--- config.mk ---
export PLATFORM = sky130hd
export DESIGN_NAME = select_mask_loader
export DESIGN_NICKNAME = d
export VERILOG_FILES = /design/src/rtl/select_mask_pkg.sv /design/src/rtl/mask_ram_64x32.sv /design/src/rtl/select_mask_loader.sv
export SDC_FILE = /design/constraint.sdc
export NUM_CORES = 2
export LEC_CHECK = 0
export ABC_AREA = 1
export CAP_MARGIN = 20
export CELL_PAD_IN_SITES_DETAIL_PLACEMENT = 1
export CELL_PAD_IN_SITES_GLOBAL_PLACEMENT = 1
export CORE_UTILIZATION = 40
export CTS_CLUSTER_DIAMETER = 120
export CTS_CLUSTER_SIZE = 12
export DETAILED_ROUTE_END_ITERATION = 12
export PLACE_DENSITY_LB_ADDON = 0.1
export SYNTH_ARGS = -nofsm -noshare
export SYNTH_HDL_FRONTEND = slang
export SYNTH_HIERARCHICAL = 1
export SYNTH_SLANG_ARGS = --single-unit
--- constraint.sdc ---
create_clock -name clk -period 5.1 [get_ports clk]
set_input_delay 1.02 -clock clk [delete_from_list [all_inputs] [get_ports clk]]
set_output_delay 1.02 -clock clk [all_outputs]
set_load 0.03 [all_outputs]
--- src/rtl/select_mask_pkg.sv ---
// Shared widths, FSM encodings, output word payload and popcount helper
// for the select mask loader.
package select_mask_pkg;

    localparam int unsigned NUM_WORDS  = 64;
    localparam int unsigned WORD_W     = 32;
    localparam int unsigned ADDR_W     = 6;
    localparam int unsigned CHAN_CNT_W = 12;
    localparam int unsigned POP_W      = 6;

    localparam logic [ADDR_W-1:0] LAST_ADDR = ADDR_W'(NUM_WORDS - 1);

    typedef logic [1:0] state_t;
    localparam state_t ST_INIT   = 2'd0;
    localparam state_t ST_IDLE   = 2'd1;
    localparam state_t ST_STREAM = 2'd2;

    // One mask word as it travels from the RAM to the AXIS output.
    typedef struct packed {
        logic              last;
        logic [WORD_W-1:0] data;
    } axis_word_t;

    // Number of enabled channels in one mask word.
    function automatic logic [POP_W-1:0] popcount_word(input logic [WORD_W-1:0] w);
        logic [POP_W-1:0] cnt;
        cnt = '0;
        for (int i = 0; i < int'(WORD_W); i++) begin
            cnt = cnt + POP_W'(w[i]);
        end
        return cnt;
    endfunction

endpackage

--- src/rtl/mask_ram_64x32.sv ---
// Shadow mask storage: simple dual-port RAM with a 1-cycle registered read.
// A read that collides with a write to the same address returns the new data.
module mask_ram_64x32
    import select_mask_pkg::*;
(
    input  logic              clk,
    input  logic              we,
    input  logic [ADDR_W-1:0] waddr,
    input  logic [WORD_W-1:0] wdata,
    input  logic              re,
    input  logic [ADDR_W-1:0] raddr,
    output logic [WORD_W-1:0] rdata
);

    logic [WORD_W-1:0] mem [NUM_WORDS];

    // Write port
    always_ff @(posedge clk) begin
        if (we) begin
            mem[waddr] <= wdata;
        end
    end

    // Registered read port, write-first on address collision
    always_ff @(posedge clk) begin
        if (re) begin
            rdata <= (we && (waddr == raddr)) ? wdata : mem[raddr];
        end
    end

endmodule

--- src/rtl/select_mask_loader.sv ---
// Shadow channel-enable mask with a word write port; a commit streams all 64
// words as one AXIS burst. Optional enabled-channel count is built when
// SELECT_MASK_CHAN_COUNT_EN is defined (otherwise chan_count is tied to 0).
module select_mask_loader
    import select_mask_pkg::*;
#(
    parameter logic INIT_VAL    = 1'b0,
    parameter logic AUTO_COMMIT = 1'b1
) (
    input  logic                  clk,
    input  logic                  sync_reset_n,
    input  logic                  wr_en,
    input  logic [ADDR_W-1:0]     wr_addr,
    input  logic [WORD_W-1:0]     wr_data,
    output logic                  wr_ready,
    output logic                  wr_drop,
    input  logic                  commit,
    output logic                  busy,
    output logic                  m_axis_select_tvalid,
    output logic [WORD_W-1:0]     m_axis_select_tdata,
    output logic                  m_axis_select_tlast,
    input  logic                  m_axis_select_tready,
    output logic [CHAN_CNT_W-1:0] chan_count
);

    state_t            state, state_nxt;
    logic              pending, pending_nxt;
    logic [ADDR_W-1:0] init_addr;
    logic [ADDR_W-1:0] rd_addr;
    logic              rd_done;
    logic              ram_vld, ram_last;
    logic              out_vld, skid_vld;
    axis_word_t        out_q, skid_q, ram_word;
    logic              pop, room;
    logic [1:0]        occ;

    logic              ram_we, ram_re;
    logic [ADDR_W-1:0] ram_waddr;
    logic [WORD_W-1:0] ram_wdata, ram_rdata;

    mask_ram_64x32 u_ram (
        .clk   (clk),
        .we    (ram_we),
        .waddr (ram_waddr),
        .wdata (ram_wdata),
        .re    (ram_re),
        .raddr (rd_addr),
        .rdata (ram_rdata)
    );

    assign ram_word             = '{last: ram_last, data: ram_rdata};
    assign m_axis_select_tvalid = out_vld;
    assign m_axis_select_tdata  = out_q.data;
    assign m_axis_select_tlast  = out_q.last;

    // Next state, RAM port control and read issue; a read is only issued when
    // the output register plus skid can absorb it next cycle.
    always_comb begin
        state_nxt   = state;
        pending_nxt = pending;
        ram_we      = 1'b0;
        ram_waddr   = wr_addr;
        ram_wdata   = wr_data;
        ram_re      = 1'b0;
        pop         = out_vld & m_axis_select_tready;
        occ         = 2'(out_vld) + 2'(skid_vld) + 2'(ram_vld);
        room        = (occ - 2'(pop)) < 2'd2;
        case (state)
            ST_INIT: begin
                ram_we    = 1'b1;
                ram_waddr = init_addr;
                ram_wdata = {WORD_W{INIT_VAL}};
                if (commit) pending_nxt = 1'b1;
                if (init_addr == LAST_ADDR) begin
                    if (AUTO_COMMIT | pending | commit) begin
                        state_nxt   = ST_STREAM;
                        pending_nxt = 1'b0;
                    end else begin
                        state_nxt = ST_IDLE;
                    end
                end
            end
            ST_IDLE: begin
                ram_we = wr_en;
                if (commit) begin
                    ram_re    = 1'b1;
                    state_nxt = ST_STREAM;
                end
            end
            ST_STREAM: begin
                ram_re = room & (~rd_done | pending);
                if (ram_re & rd_done) pending_nxt = 1'b0;
                if (commit) pending_nxt = 1'b1;
                if (pop & out_q.last & rd_done & ~pending & ~commit) state_nxt = ST_IDLE;
            end
            default: state_nxt = ST_INIT;
        endcase
    end

    // State, counters, flags and registered status outputs
    always_ff @(posedge clk) begin
        if (!sync_reset_n) begin
            state     <= ST_INIT;
            pending   <= 1'b0;
            init_addr <= '0;
            rd_addr   <= '0;
            rd_done   <= 1'b0;
            ram_vld   <= 1'b0;
            ram_last  <= 1'b0;
            wr_drop   <= 1'b0;
            wr_ready  <= 1'b0;
            busy      <= 1'b1;
        end else begin
            state   <= state_nxt;
            pending <= pending_nxt;
            if (state == ST_INIT) init_addr <= init_addr + ADDR_W'(1);
            if (ram_re) begin
                rd_addr <= rd_addr + ADDR_W'(1);
                rd_done <= (rd_addr == LAST_ADDR);
            end
            ram_vld  <= ram_re;
            ram_last <= ram_re & (rd_addr == LAST_ADDR);
            if (wr_en & ~wr_ready) wr_drop <= 1'b1;
            wr_ready <= (state_nxt == ST_IDLE);
            busy     <= (state_nxt != ST_IDLE) | pending_nxt;
        end
    end

    // Output register with one-entry skid behind it to ride out the RAM latency
    always_ff @(posedge clk) begin
        if (!sync_reset_n) begin
            out_vld  <= 1'b0;
            out_q    <= '0;
            skid_vld <= 1'b0;
            skid_q   <= '0;
        end else if (~out_vld | pop) begin
            if (skid_vld) begin
                out_vld  <= 1'b1;
                out_q    <= skid_q;
                skid_vld <= ram_vld;
                if (ram_vld) skid_q <= ram_word;
            end else if (ram_vld) begin
                out_vld <= 1'b1;
                out_q   <= ram_word;
            end else begin
                out_vld    <= 1'b0;
                out_q.last <= 1'b0;
            end
        end else if (ram_vld) begin
            skid_vld <= 1'b1;
            skid_q   <= ram_word;
        end
    end

`ifdef SELECT_MASK_CHAN_COUNT_EN
    logic [CHAN_CNT_W-1:0] pop_acc, pop_sum_c;

    assign pop_sum_c = pop_acc + CHAN_CNT_W'(popcount_word(out_q.data));

    // Running popcount over accepted words, published on the tlast handshake
    always_ff @(posedge clk) begin
        if (!sync_reset_n) begin
            pop_acc    <= '0;
            chan_count <= '0;
        end else if (pop) begin
            if (out_q.last) begin
                chan_count <= pop_sum_c;
                pop_acc    <= '0;
            end else begin
                pop_acc <= pop_sum_c;
            end
        end
    end
`else
    assign chan_count = '0;
`endif

endmodule

==> impl_summary.txt <==
----------------------------------------------------
[STA]
  Max Slew Vio Count ... 0
  Slew HR ... 0.1733
  Worst-margin pin slew ... 1.240 ns
  Setup TNS ... 0 ns
  Period utilisation layout ... 0.8753
  Final count of negative-setup-slack endpoints ... 0
  Maximum clock rate ... 224.0 MHz
  Final setup skew ... 0.02772 ns
  Fin. Hold Viols ... 0
  Final Critical Period ... 4.464 ns
  RSZ-0062 raised after global routing ... false

[Routing]
  Mean routed wirelength per cell ... 27.61 µm
  Iteration-0 DRC count of the detailed router ... 4896
  Number of nets with antenna violations after detailed routing ... 0
  Remaining design rule violation count ... 0
  Routed via count ... 57910
  Iteration count of the initial detailed-routing pass ... 5
  Total detailed-routing wirelength ... 283800 µm
  DR vias/cell ... 5.635

[Critical path]
  Data arrival, critical path ... 4.97 ns
  Worst path required time ... 5.60 ns
  Critical R2R Launch ... state[1]$_SDFF_PN0_
  Critical path startpoint category ... register
  Worst-case reg-to-reg path depth ... 7
  Kind of critical path ... reg -> reg
  Start point of the critical path ... state[1]$_SDFF_PN0_
  Endpoint class of the critical path ... register
  Maximum fanout along the worst path ... 21
  Reg2reg setup slack ... 0.64 ns
  Capturing point of the worst reg2reg path ... u_ram/mem[61][12]$_DFFE_PP_

[Yosys]
  Synth Cell Area ... 87310 µm²
  Yosys synthesis warning count ... 6
  Leading cell types by total area after synthesis ... edfxtp_1, nand3_1, nand2_1, dfxtp_1, buf_2
  Share of the synthesized area in the top cell type ... 0.7154
  Share of async-settable or async-resettable flops after synthesis ... 0
  Simple logic cell fraction of the synthesized area ... 0.2181
  EDFF count, synth ... 2080
  Number of library cell types mapped by synthesis ... 32
  Share of cell area taken by muxes after synthesis ... 0.0001146
  Mean instance size in the synthesized netlist ... 11.87 µm²
  Biggest area consumer among synthesized cells ... edfxtp_1
  Adder-cell share of the synthesized area ... 0.001146
  Xor/xnor share of the synthesized area ... 0.0004013
  Mapped Cells ... 7358
  Primary FF master, synth ... edfxtp_1
  Sequential cell area fraction in the yosys report ... 0.7358
  Seq cells post-synth ... 2169
  Dominant combinational cell family by area after synthesis ... simple AND/OR/NAND/NOR gates
  Complex-gate fraction of the synthesized area ... 0.01122

[Finish]
  Share of layout cells above drive strength 1 ... 0.07535
  Share of the core filled with cells ... 0.4507
  Final Net Count ... 7418
  Final std cell area, no fill ... 97770 µm²
  Area growth from synthesis to final layout ... 11.99%

[Clock network]
  Number of buffers added for setup after CTS ... 0
  Clk_lat worst skew ... 0.84 ns
  Clock slew at the register clock pins of the worst setup and hold paths ... 0.06 ns
  Number of buffers created by CTS ... 198
  Post-CTS Resized ... 0
  Buffer depth of the longest clock path ... 3
  Clock tree from TritonCTS ... yes
  CTS Hold Buffers Added ... 0
  Number of clock sinks ... 2169
  Buffer cell driving the clock tree root ... clkbuf_16
  Maximum level of the CTS H-tree ... 4

[Placement]
  Cell area reported after detailed placement ... 92340 µm²
  HPWL reported at the end of detailed placement ... 153100 µm
  Routability congestion estimate from global placement ... 0.8342
  I/O Buffers ... 79

[Floorplan]
  Area of the die ... 220100 µm²
  Core region area ... 217000 µm²
  Width of the die ... 469.2 µm
  I/O Pins ... 92
  DIE HEIGHT ... 469.2 µm
  Site Rows ... 171
  Effective utilization at floorplan ... 0.4024

[Global routing]
  GR Overflow Total ... 0
  Initial antenna violation count ... 8
  Maximum number of pins on one net before global-route repair ... 190
  Via count of the first global-routing pass ... 58830
  GR Util All Layers ... 0.2565
  First-pass GRT wire length ... 409400 µm

[Worst hold path]
  Worst Hold End ... skid_q[32]$_SDFFE_PN0P_
  Worst min-delay path startpoint ... ram_last$_SDFF_PN0_
  Hold crit path type ... reg -> reg
  Number of instances on the worst hold path ... 2

[Flow run]
  Max-capacitance violation count ... 0

[Power and ir drop]
  Power density normalized to cell area ... 341.1 nW/µm²
  Static leakage ... 34.11 nW
  Worst voltage drop across the vdd grid ... 0.3635 mV

[Status]
  Result of the run ... completed

----------------------------------------------------
metrics by stage:
stage | std cells | power, mW | setup WS, ns | hold slack [ns]
after floorplan | 7369 | 19.95 | -0.1845 | 0.4388
final | 10280 | 33.35 | 0.6359 | 0.4663
after global placement | 10010 | 20.20 | 0.7032 | 0.4521
after detailed placement | 10020 | 20.21 | 0.5258 | 0.4580
after CTS | 10270 | 33.66 | 0.5335 | 0.4675
after global routing | 10270 | 34.26 | 0.3748 | 0.4928
report_power, final:
part	switching, mW	leakage [nW]	internal (mW)
Sequential	0.0220	20.0	19.3
Combinational	0.361	11.4	0.117
Clock	6.34	2.63	7.18
Total	6.72	34.1	26.6
how the worst max path moves through the flow:
stage | to | slack [ns]
after CTS | u_ram/mem[61][0]$_DFFE_PP_ | 0.53
final | u_ram/mem[61][12]$_DFFE_PP_ | 0.64
after global routing | u_ram/mem[61][7]$_DFFE_PP_ | 0.37
after global placement | u_ram/mem[61][12]$_DFFE_PP_ | 0.70
after detailed placement | u_ram/mem[61][15]$_DFFE_PP_ | 0.53
after floorplan | u_ram/mem[48][0]$_DFFE_PP_ | -0.18
sequential cells by signal, indices dropped and copies added (netlist names), 2 cells and up:
| name | count |
|---|---|
| u_ram/rdata | 32 |
| state | 2 |
| m_axis_select_tdata | 32 |
| u_ram/mem | 2048 |
| rd_addr | 6 |
| skid_q | 33 |
| init_addr | 6 |
synthesized netlist by cell type, types with 10 or more instances:
cell type  instances
buf_4             63
nor2_1           139
a21oi_1          110
buf_1             57
nand3_1         2028
inv_2             10
edfxtp_1        2080
inv_1             91
buf_2            256
nand2_1         2186
o21ai_0           26
clkbuf_1         117
dfxtp_1           89
o21ai_1           48
cells in the final DEF, fill, tap and decap left out, types with 2 or more instances in the layout:
master / count
diode_2: 4
ha_1: 7
nand4_1: 9
nand2_1: 2186
nand3_1: 2028
inv_8: 3
o22ai_1: 3
dfxtp_2: 2
clkbuf_16: 206
nor4_2: 8
xor2_1: 2
o21ai_2: 2
inv_6: 4
clkdlybuf4s50_1: 78
conb_1: 12
nor3_1: 6
dfxtp_1: 82
dfxtp_4: 5
o21ai_0: 26
buf_12: 57
nor2_1: 51
xnor2_1: 2
inv_2: 9
clkinv_1: 2
a21oi_1: 110
clkinv_8: 3
edfxtp_1: 2080
nor2_4: 89
buf_4: 161
inv_1: 88
o21ai_1: 48
clkbuf_1: 38
cell type report:
cell class,count,area [µm²]
sequential,2169,64260
inverter,104,420.4
clock inverter,8,100.1
timing repair buffer,299,3171
tap,2854,3571
fill,22580,119200
multi-input combinational,4595,20940
antenna,4,10.01
clock buffer,244,5298
critical path: stages, from the launching register on:
cell	delay, ns
dfxtp_1	0.34
inv_1	0.14
ha_4	0.42
inv_1	0.29
o21ai_0	0.91
nand3_1	0.89
nor2_4	0.65
buf_4	0.43
layer usage:
| layer | part of all wire | up-vias | GRT usage |
|---|---|---|---|
| met2 | 0.50 | 1321 | 0.4385 |
| met4 | 0.035 | 2 | 0.08893 |
| met1 | 0.42 | 30170 | 0.3370 |
| met3 | 0.046 | 390 | 0.03101 |
| li1 | - | 26030 | - |
| met5 | 0.000039 | - | 0 |
cells by family after synthesis:
logic type	after synthesis
AND/OR/NAND/NOR	4379
flip-flops	2169
buffers and inverters	605
AO/OA/AOI/OAI	191
adder cells (fa/ha/maj)	8
XOR/XNOR	4
other	1
multiplexers	1
(Power assumes the default switching activity.)
